[config.mk]
export PLATFORM = sky130hd
export DESIGN_NAME = m2_pattern_filler
export DESIGN_NICKNAME = d
export VERILOG_FILES = /design/src/rtl/m2_pattern_filler.sv
export SDC_FILE = /design/constraint.sdc
export NUM_CORES = 1
export LEC_CHECK = 0
export CORE_AREA = 4 4 56 58
export DETAILED_ROUTE_END_ITERATION = 8
export DIE_AREA = 0 0 60 62
export PLACE_DENSITY = 0.84
export SLEW_MARGIN = 0
export SYNTH_ARGS = -nofsm -noshare
export SYNTH_HDL_FRONTEND = slang
export SYNTH_SLANG_ARGS = --single-unit
[constraint.sdc]
create_clock -name clk -period 3.65 [get_ports clk]
set_clock_uncertainty 0.2 [all_clocks]
set_input_delay 0.9125 -clock clk [delete_from_list [all_inputs] [get_ports clk]]
set_output_delay 0.9125 -clock clk [all_outputs]
set_load 0.02 [all_outputs]
[src/rtl/m2_pattern_filler.sv]
// M2 pattern filler: serves one word per request edge, either a pattern word from
// the lowest-index matching channel or the fill word on a miss or gated slot.
module m2_pattern_filler #(
    parameter int                    WORD_W      = 12,
    parameter int                    PTR_W       = 8,
    parameter int                    CH          = 6,
    parameter int                    CNT_W       = 10,
    parameter logic [CH*PTR_W-1:0]   CH_BASE     = {CH{PTR_W'(8'd80)}},
    parameter logic [CH*PTR_W-1:0]   CH_MASK     = {CH*PTR_W{1'b1}},
    parameter logic [CH-1:0]         CH_ODD_ONLY = {CH{1'b1}},
    parameter logic [CH*2-1:0]       CH_MODE     = {CH*2{1'b0}},
    parameter logic [CNT_W-1:0]      LFSR_TAPS   = CNT_W'(10'h240),
    parameter logic [WORD_W-1:0]     FILL_WORD   = WORD_W'(12'h002)
) (
    input  logic              clk,
    input  logic              reset,
    input  logic              bufGetWord,
    input  logic [PTR_W-1:0]  bufRdPointer,
    input  logic              grpOddity,
    input  logic              patEnable,
    input  logic              cntClear,
    output logic [WORD_W-1:0] dataWord,
    output logic              wordStrobe,
    output logic [CH-1:0]     chHit,
    output logic [CH-1:0]     chWrap
);

    localparam int         PAD_W     = WORD_W - 1 - CNT_W;
    localparam logic [1:0] MODE_UP   = 2'd0;
    localparam logic [1:0] MODE_DOWN = 2'd1;
    localparam logic [1:0] MODE_LFSR = 2'd2;
    localparam logic [1:0] MODE_WALK = 2'd3;

    function automatic logic [CNT_W-1:0] seedOf(input logic [1:0] mode);
        logic [CNT_W-1:0] res;
        case (mode)
            MODE_UP:   res = {CNT_W{1'b0}};
            MODE_DOWN: res = {CNT_W{1'b1}};
            MODE_LFSR: res = CNT_W'(1'b1);
            MODE_WALK: res = CNT_W'(1'b1);
            default:   res = CNT_W'(1'b1);
        endcase
        return res;
    endfunction

    // A stuck all-zero LFSR state would never leave zero, so it reloads the seed.
    function automatic logic [CNT_W-1:0] advanceOf(input logic [1:0] mode,
                                                   input logic [CNT_W-1:0] val);
        logic [CNT_W-1:0] res;
        case (mode)
            MODE_UP:   res = val + CNT_W'(1'b1);
            MODE_DOWN: res = val - CNT_W'(1'b1);
            MODE_LFSR: res = (val == {CNT_W{1'b0}}) ? CNT_W'(1'b1)
                                                    : {val[CNT_W-2:0], ^(val & LFSR_TAPS)};
            MODE_WALK: res = {val[CNT_W-2:0], val[CNT_W-1]};
            default:   res = val;
        endcase
        return res;
    endfunction

    logic                 reqPrev;
    logic [CNT_W-1:0]     patReg  [CH];
    logic [CNT_W-1:0]     nextVal [CH];
    logic [CNT_W-1:0]     seedVal [CH];
    logic [CH-1:0]        matchVec;
    logic [CH-1:0]        winOneHot;
    logic [CH-1:0]        wrapHit;
    logic [CNT_W-1:0]     winVal;
    logic [WORD_W-1:0]    hitWord;
    logic                 reqEvent;
    logic                 winValid;
    logic                 gated;
    logic                 serve;

    // Per-channel slot match, next-value and seed computation.
    always_comb begin
        matchVec = {CH{1'b0}};
        for (int i = 0; i < CH; i++) begin
            seedVal[i]  = seedOf(CH_MODE[i*2 +: 2]);
            nextVal[i]  = advanceOf(CH_MODE[i*2 +: 2], patReg[i]);
            matchVec[i] = ((bufRdPointer & CH_MASK[i*PTR_W +: PTR_W]) ==
                           (CH_BASE[i*PTR_W +: PTR_W] & CH_MASK[i*PTR_W +: PTR_W]));
        end
    end

    // Lowest matching index wins; isolate it as a one-hot and decide service.
    always_comb begin
        winVal    = {CNT_W{1'b0}};
        wrapHit   = {CH{1'b0}};
        winOneHot = matchVec & (~matchVec + CH'(1'b1));
        for (int i = 0; i < CH; i++) begin
            winVal     = winVal | (winOneHot[i] ? patReg[i] : {CNT_W{1'b0}});
            wrapHit[i] = winOneHot[i] & (nextVal[i] == seedVal[i]);
        end
        hitWord  = WORD_W'(winVal) << PAD_W;
        reqEvent = bufGetWord & ~reqPrev;
        winValid = |matchVec;
        gated    = ~patEnable | ((|(winOneHot & CH_ODD_ONLY)) & ~grpOddity);
        serve    = reqEvent & winValid & ~gated;
    end

    // Request-edge tracking and output registers; reqPrev resets high so a held request never fires.
    always_ff @(posedge clk or negedge reset) begin
        if (!reset) begin
            reqPrev    <= 1'b1;
            dataWord   <= {WORD_W{1'b0}};
            wordStrobe <= 1'b0;
            chHit      <= {CH{1'b0}};
            chWrap     <= {CH{1'b0}};
        end else begin
            reqPrev    <= bufGetWord;
            wordStrobe <= reqEvent;
            chHit      <= serve ? winOneHot : {CH{1'b0}};
            chWrap     <= (serve & ~cntClear) ? wrapHit : {CH{1'b0}};
            if (reqEvent) begin
                dataWord <= serve ? hitWord : FILL_WORD;
            end
        end
    end

    // Pattern registers: a clear overrides the advance of a coincident served request.
    always_ff @(posedge clk or negedge reset) begin
        if (!reset) begin
            for (int i = 0; i < CH; i++) begin
                patReg[i] <= seedOf(CH_MODE[i*2 +: 2]);
            end
        end else begin
            for (int i = 0; i < CH; i++) begin
                if (cntClear) begin
                    patReg[i] <= seedVal[i];
                end else if (serve && winOneHot[i]) begin
                    patReg[i] <= nextVal[i];
                end
            end
        end
    end

endmodule

==> flow_summary.yaml <==
synth:
  synth_area_um2: 1236
  synth-edff-count: 0
  ys.flop_type: "dfrtp_1"
  synthCells: 116
  syn_avg_cell_area_um2: 10.66
  synth-seq-area-share_pct: 48.68
  ys_seq_elements: 24
  ys_types: 33
  async_flop_share_pct: 100.0
  yosys_warnings: 0
setup_path:
  cp_max_fo: 2
  cp.buffers_inverters: 1
  crit_family: "buffers and inverters"
  path_cells: "clkdlybuf4s50_1"
  critPathKind: "flop to output port"
  arrival_ns: 1.30
  startpoint_type: "flop"
  max_stage_delay_ns: 0.61
  end_kind: "output port"
  crit_slowest_cell: "clkdlybuf4s50_1"
  rrSetupSlack_ns: 1.67
  required_ns: 2.54
drt:
  dr_total_vias: 887
  wirelength_um: 2336
  drc_errors: 0
  drt_pass1_iterations: 4
  ant_nets: 0
  dr.first_iter.drc_count: 42
  routed_via_density: 5.187
  post_drt_wl_per_cell_um: 13.66
final_layout:
  fin_util_pct: 55.83
  antennaDiodeCount: 0
  drive_above_1_share_pct: 9.286
  area_growth_pct: 20.24
  fin_area_um2: 1486
  final_cell_mix: "clkdlybuf4s50_1, dfrtp_1, nor2_1, conb_1, xor2_1"
  final_nets: 157
  final_common_cell: "clkdlybuf4s50_1"
pwr:
  p_sw_share_pct: 22.31
  p_int_mw: 0.3442
  p_per_area_nw_per_um2: 298.1
  switching_power_mw: 0.09884
  pwr-share-comb_pct: 8.9
  pwr-share-seq_pct: 60.4
  p_leak_nw: 0.6613
  peakVddDrop_uv: 215.8
  p_clk_share_pct: 30.6
placed_design:
  numPortBuffers: 26
  place.gp.congestion: 0.8647
  hpwl_um: 1760
  post-place-ws_ns: 0.9023
  place_area_um2: 1450
timing:
  setup_slack_ns: 1.236
  max_freq_mhz: 414.3
  slew_viol_final: 0
  hold_viol: 0
  hold_slack_ns: 0.3183
  fin_crit_ns: 2.414
  setup_viol: 0
  rsz0062_at_grt: "false"
  period_share_pct: 66.14
  totalNegativeSetupSlack_ns: 0
cts:
  clock_path_buffers: 2
  root_buffer: "clkbuf_4"
  clk_pin_slew_worst_paths_ns: 0.13
  insertion_delay_ns: 0.30
  cts_setup_buffers: 0
  ctsResizeCount: 0
  htreeDepth: 1
  cts_buffers: 3
  cts_tree: "built"
  cts.hold.buffers_added: 0
  cts.sinks: 24
status:
  status: "finished, final reports clean"
global_route:
  grt_pass1_wl_um: 3760
  grtUsageTotal_pct: 13.53
  grt_max_degree: 25
  grt_pass1_vias: 868
  grt-ovfl-total: 0
  antenna_found_initial: 0
job:
  max-cap-violations: 0
floorplan:
  die_h_um: 62
  io_pins: 39
  fp-row-count: 19
  core-area_um2: 2663
  die-area_um2: 3720
  initial_utilization_pct: 46.43
  die_w_um: 60
hold_path:
  hold_class: "flop to flop"
==> registers in the layout, summed over array words and instances, names as in the netlist <==
register and count:
dataWord 10, patReg 10, chHit 1, chWrap 1
reqPrev 1, wordStrobe 1
==> power groups by stage <==
| stage | Combinational (mW) | Clock (mW) | Sequential (mW) |
|---|---|---|---|
| detailed placement | 0.0399 | 0 | 0.273 |
| floorplan | 0.0273 | 0 | 0.274 |
| CTS | 0.0399 | 0.141 | 0.268 |
| global route | 0.0431 | 0.153 | 0.268 |
| finish | 0.0396 | 0.136 | 0.268 |
| global placement | 0.0389 | 0 | 0.273 |
==> kinds of logic (layout without fill, tap and decap cells) <==
logic type	after synthesis	after routing	synth area share, %
fa+ha+maj	2	2	2.024
other cells	1	12	0.3034
compound gates	15	15	9.515
simple gates	42	42	19.33
xor+xnor	11	11	7.793
buf+inv	20	33	11.54
mux	1	1	0.8097
flops	24	24	48.68
==> routing by layer <==
metal	global-route usage (%)	vias up	wire length [um]
li1	-	421	-
met1	15.89	434	996
met2	24.69	30	1195
met3	1.446	2	133
met4	6.329	0	10
met5	0	-	0
==> metrics by stage <==
| stage | instances | power, mW |
|---|---|---|
| after floorplan | 127 | 0.3009 |
| after global placement | 167 | 0.3117 |
| after detailed placement | 167 | 0.3127 |
| after CTS | 171 | 0.4491 |
| after global routing | 171 | 0.4637 |
| final | 171 | 0.4431 |
==> cell usage after synthesis, types with 2 or more instances <==
cell type  count  share of area [%]
a21oi_1        2               0.81
xor2_1        10                7.1
buf_4         13                7.9
dfrtp_1       23                 47
nor2_1        17                5.2
nand4_1        3                1.5
buf_2          2               0.81
a22o_1         9                6.4
nand2_1        7                2.1
nand3_1        5                2.0
ha_1           2                2.0
buf_6          2                1.8
==> cell type report <==
cell class / instances / area, um^2
Multi-Input combinational cell: 83 / 533.0
Fill cell: 238 / 1176
Sequential cell: 24 / 601.8
Clock buffer: 4 / 36.28
Tap cell: 31 / 38.79
Timing Repair Buffer: 27 / 267.8
Inverter: 2 / 8.758
==> worst paths after layout <==
kind                                   start           end  depth (start not counted)
worst max-delay path            dataWord[10]  dataWord[10]                          1
worst min-delay path             dataWord[6]   dataWord[6]                          1
worst max register to register    patReg[50]     chWrap[0]                          6
worst min register to register   dataWord[6]   dataWord[6]                          1
max in group asynchronous              reset       reqPrev                          2
min in group asynchronous              reset      chHit[0]                          2
No activity file was read; power rests on OpenSTA's default activity.
==> edit 1: new RTL, same settings <==
Register the inputs `bufGetWord`, `bufRdPointer`, `grpOddity`, `patEnable` and `cntClear` before use, without a reset. The logic sees them one clock later.
--- a/src/rtl/m2_pattern_filler.sv
+++ b/src/rtl/m2_pattern_filler.sv
@@ -31,4 +31,18 @@
     localparam logic [1:0] MODE_LFSR = 2'd2;
     localparam logic [1:0] MODE_WALK = 2'd3;
+
+    logic bufGetWord_q;
+    logic [PTR_W-1:0] bufRdPointer_q;
+    logic grpOddity_q;
+    logic patEnable_q;
+    logic cntClear_q;
+
+    always_ff @(posedge clk) begin
+        bufGetWord_q   <= bufGetWord;
+        bufRdPointer_q <= bufRdPointer;
+        grpOddity_q    <= grpOddity;
+        patEnable_q    <= patEnable;
+        cntClear_q     <= cntClear;
+    end
 
     function automatic logic [CNT_W-1:0] seedOf(input logic [1:0] mode);
@@ -79,5 +93,5 @@
             seedVal[i]  = seedOf(CH_MODE[i*2 +: 2]);
             nextVal[i]  = advanceOf(CH_MODE[i*2 +: 2], patReg[i]);
-            matchVec[i] = ((bufRdPointer & CH_MASK[i*PTR_W +: PTR_W]) ==
+            matchVec[i] = ((bufRdPointer_q & CH_MASK[i*PTR_W +: PTR_W]) ==
                            (CH_BASE[i*PTR_W +: PTR_W] & CH_MASK[i*PTR_W +: PTR_W]));
         end
@@ -94,7 +108,7 @@
         end
         hitWord  = WORD_W'(winVal) << PAD_W;
-        reqEvent = bufGetWord & ~reqPrev;
+        reqEvent = bufGetWord_q & ~reqPrev;
         winValid = |matchVec;
-        gated    = ~patEnable | ((|(winOneHot & CH_ODD_ONLY)) & ~grpOddity);
+        gated    = ~patEnable_q | ((|(winOneHot & CH_ODD_ONLY)) & ~grpOddity_q);
         serve    = reqEvent & winValid & ~gated;
     end
@@ -109,8 +123,8 @@
             chWrap     <= {CH{1'b0}};
         end else begin
-            reqPrev    <= bufGetWord;
+            reqPrev    <= bufGetWord_q;
             wordStrobe <= reqEvent;
             chHit      <= serve ? winOneHot : {CH{1'b0}};
-            chWrap     <= (serve & ~cntClear) ? wrapHit : {CH{1'b0}};
+            chWrap     <= (serve & ~cntClear_q) ? wrapHit : {CH{1'b0}};
             if (reqEvent) begin
                 dataWord <= serve ? hitWord : FILL_WORD;
@@ -127,5 +141,5 @@
         end else begin
             for (int i = 0; i < CH; i++) begin
-                if (cntClear) begin
+                if (cntClear_q) begin
                     patReg[i] <= seedVal[i];
                 end else if (serve && winOneHot[i]) begin
Check against the original RTL: not equivalent (a bounded check fails within 4 cycles, from zero or initial values and one cycle with reset low).
==> edit 1 against the original RTL <==
Sequential cell count grew 12. Clock power grew 130%. Worst hold slack lost 0.19 ns. Synthesized area grew 20%. Count of clock-buffer cells in the layout grew 3. Register-to-register slack lost 0.39 ns. Final area grew 21%. Total power grew 70%. Wire length grew 19%. Via count grew 16%. Global-route usage grew 3.4 points. Worst setup slack lost 0.032 ns.
==> edit 1: results (changes against the original RTL) <==
* Layout cell share with drive strength beyond 1 at 11.7% (+2.4 points)
* Clock buffers at 7 (+3)
* First-pass GRT wire length at 4.42 mm (+18%)
* Mux contribution to synthesized area at 2.19% (+1.4 points)
* Multi-input gate area at 549 sq um (+3.1%)
* Status: finished clean
* Total GRT Usage at 16.9% (+3.4 points)
* Starting DRT DRC Count at 41 (-2.4%)
* Flop pwr share at 54.5% (-5.9 points)
* Asr flop ratio synth at 66.7% (-33 points)
* Post-Synth XOR/XNOR Area at 2.36% (-5.4 points)
* Synth Instances at 129 (+11%)
* Reg2Reg Depth at 5 (-1)
* Synth Area in Compound Gates at 12.3% (+2.8 points)
* Clk_lat worst skew at 0.34 ns (+0.04 ns)
* CTS H-tree depth at 2 (+1)
* Via count at 1033 (+16%)
* Int Power at 0.000602 W (+75%)
* Yosys cell types at 39 (+18%)
* Placer Congestion at 0.770 (-11%)
* Vias in the first global route at 948 (+9.2%)
* Sequential fraction of the synthesis area at 56.8% (+8.1 points)
* Clock network contribution to total cell area at 5.30% (+2.9 points)
* Hold Path Stages at 0 (-1)
* Signal buf overhead at 14.5% (-3.5 points)
* Fillers at 222 (-6.7%)
* Sequential share of cell area at 47.0% (+6.5 points)
edit 1: changes by cell type after synthesis, moves of 2 or more:
cell	unedited run	this run
dfxtp_1	0	12
or3_1	0	4
nor2b_1	0	2
a21oi_1	2	7
clkbuf_1	1	4
mux2_2	0	2
nand2_1	7	5
nor2_1	17	5
buf_2	2	4
xor2_1	10	3
buf_6	2	0
o21ai_0	1	3
o31ai_1	0	2
edit 1: metal layers:
layer	part of all wire, %	up-vias	GRT usage [%]	routed length (microns)
li1	-	489	-	-
met1	38	493	18.0	1060
met2	51	45	28.1	1430
met3	9.0	6	7.44	249
met4	1.8	0	9.49	49
met5	0	-	0	0
edit 1: worst paths after layout:
check / start / endpoint / slack (ns)
worst max-delay path: dataWord[8] / dataWord[8] / 1.20
worst min-delay path: bufGetWord_q / reqPrev / 0.13
worst max register to register: reqPrev / patReg[54] / 1.28
worst min register to register: bufGetWord_q / reqPrev / 0.13
max in group asynchronous: reset / chWrap[0] / 1.70
min in group asynchronous: reset / dataWord[5] / 0.93
==> edit 2: new RTL, same settings <==
Without the edit above. The parameter `PTR_W` goes from 8 to 9.
--- a/src/rtl/m2_pattern_filler.sv
+++ b/src/rtl/m2_pattern_filler.sv
@@ -3,5 +3,5 @@
 module m2_pattern_filler #(
     parameter int                    WORD_W      = 12,
-    parameter int                    PTR_W       = 8,
+    parameter int                    PTR_W       = 9,
     parameter int                    CH          = 6,
     parameter int                    CNT_W       = 10,
Ports: changed (resized bufRdPointer); port bits go from 39 to 40. The function was not compared with the original's and may differ.
==> edit 2 against the original RTL <==
Combinational power rose by 4%. Final area rose by 1.5%. Sequential cell count unchanged. Die area stayed put. Worst setup slack got worse by 0.37 ns. Wire length rose by 12%. Via count is 12% higher. Total power grew 1.0%. Global-route usage is 1.6 points higher. Synthesized cell count increased by 6.0%. Synthesized area increased by 0.10%. Critical path type is now input pin to register.
==> edit 2: results (changes against the original RTL) <==
* Status: finished clean
* Asr flop ratio synth at 100% (unchanged)
* Worst Path Max Fanout at 20 (+18)
* LEAKAGE at 0.652 nW (-1.4%)
* Hpwl dp at 1.98 mm (+13%)
* Starting DRT DRC Count at 43 (+2.4%)
* Fillers at 227 (-4.6%)
* Final std cells w/o fill at 178 (+4.1%)
* Crit path DAT at 2.80 ns (+1.50 ns)
* Sequential fraction of the synthesis area at 48.6% (-0.049 points)
* Main area contributors after synthesis: dfrtp_1 (47%), buf_4 (7.3%), a22o_1 (5.7%), a21oi_1 (4.0%), or3_1 (3.0%)
* Reg2Reg Depth at 5 (-1)
* Via density at 5.59 (+7.8%)
* Clk_lat worst skew at between 0.3 and 0.4 ns
* Reg2reg start: patReg[50]
* Yosys cell types at 38 (+15%)
* Met3 usage at 2.89% (+1.4 points)
* Total GRT Usage at 15.1% (+1.6 points)
* # Post-CTS Setup Buffers at 0 (unchanged)
* Placer Congestion at 0.865 (about the same)
* Met1 usage at 17.6% (+1.7 points)
* IO Port Bufs at 27 (+3.8%)
* Clock root buffer: clkbuf_4
* Worst IR Drop VDD at 0.235 mV (+9.1%)
* Vias in the first global route at 911 (+5.0%)
* Commonest cells post-synth: dfrtp_1 (23), buf_4 (12), a21oi_1 (10), a22o_1 (8)
* Avg WL per Cell at 14.7 microns (+7.8%)
* HP Class: register to register
* Layout cell share with drive strength beyond 1 at 7.48% (-1.8 points)
* Top flop regs: dataWord: 10 flops, patReg: 10 flops
* GR Util met2 at 27.3% (+2.6 points)
* First-pass GRT wire length at 4.22 mm (+12%)
* CTS resizes at 0 (unchanged)
* Hold Path Stages at 2 (+1)
* Setup slack, reg-to-reg at 1.54 ns (-0.13 ns)
* Placed cells at 174 (+4.2%)
* Slowest cell on crit path: clkdlybuf4s50_1
* Synth Instances at 123 (+6.0%)
* Worst R2R End: patReg[58]
* CP max stage delay at 0.47 ns (-0.14 ns)
* Largest net degree at the start of global routing at 25 (unchanged)
==> edit 2: cell count changes after synthesis, moves of 3 or more <==
cell | unedited run | this run
or3_1 | 0 | 6
o21ai_0 | 1 | 7
clkbuf_1 | 1 | 4
xor2_1 | 10 | 1
a21oi_1 | 2 | 10
nor2_1 | 17 | 3
==> edit 2: cells by family after synthesis <==
| group | share of synthesized area [%] |
|---|---|
| buffers and inverters | 11.8 |
| XOR/XNOR | 2.12 |
| adder cells (fa/ha/maj) | 2.02 |
| flip-flops | 48.6 |
| AND/OR/NAND/NOR | 18.0 |
| other | 0.303 |
| AO/OA/AOI/OAI | 17.1 |
==> edit 2: worst max path at each step <==
stage                 end  slack, ns  depth (start not counted)       startpoint
3_5_place_dp    chWrap[0]       0.52                          7  bufRdPointer[4]
4_1_cts         chWrap[0]       0.85                          7  bufRdPointer[4]
3_3_place_gp   patReg[59]       0.77                          6  bufRdPointer[4]
2_1_floorplan  patReg[58]       1.30                          5  bufRdPointer[0]
6_report        chWrap[0]       0.87                          7  bufRdPointer[4]
5_1_grt         chWrap[0]       0.69                          7  bufRdPointer[4]
==> edit 2: layout make-up <==
type,instances,share of cell area [%]
inverters,4,1.08
flip-flops and latches,24,39.9
multi-input cells,86,35.2
repair buffers,29,18.9
clock buffers,4,2.40
well taps,31,2.57
==> edit 2: routing by layer <==
layer | up-vias | routed length (microns) | share of wire [%]
met2 | 52 | 1360 | 52
li1 | 467 | - | -
met4 | 0 | 41 | 1.6
met5 | - | 0 | 0
met3 | 4 | 235 | 9.0
met1 | 472 | 983 | 37
==> edit 2: metrics by stage <==
| stage | instance area [sq um] | hold WS [ns] | setup WS (ns) | power (W) |
|---|---|---|---|---|
| floorplan | 1280 | 0.352 | 1.30 | 0.000301 |
| global placement | 1470 | 0.279 | 0.772 | 0.000313 |
| detailed placement | 1470 | 0.279 | 0.523 | 0.000314 |
| CTS | 1510 | 0.309 | 0.848 | 0.000451 |
| global route | 1510 | 0.348 | 0.691 | 0.000467 |
| finish | 1510 | 0.300 | 0.868 | 0.000448 |
==> edit 2: worst max-delay path, delay by kind of cell <==
family / cells / cell delay (ns)
simple gates: 4 / 0.92
buf+inv: 3 / 0.97
==> edit 2: power by group <==
part           leakage [nW]   total, W  switching (W)  internal [W]
clock network        0.0210   0.000139      0.0000780     0.0000609
registers             0.326   0.000268    0.000000338      0.000267
logic                 0.305  0.0000410      0.0000239     0.0000171
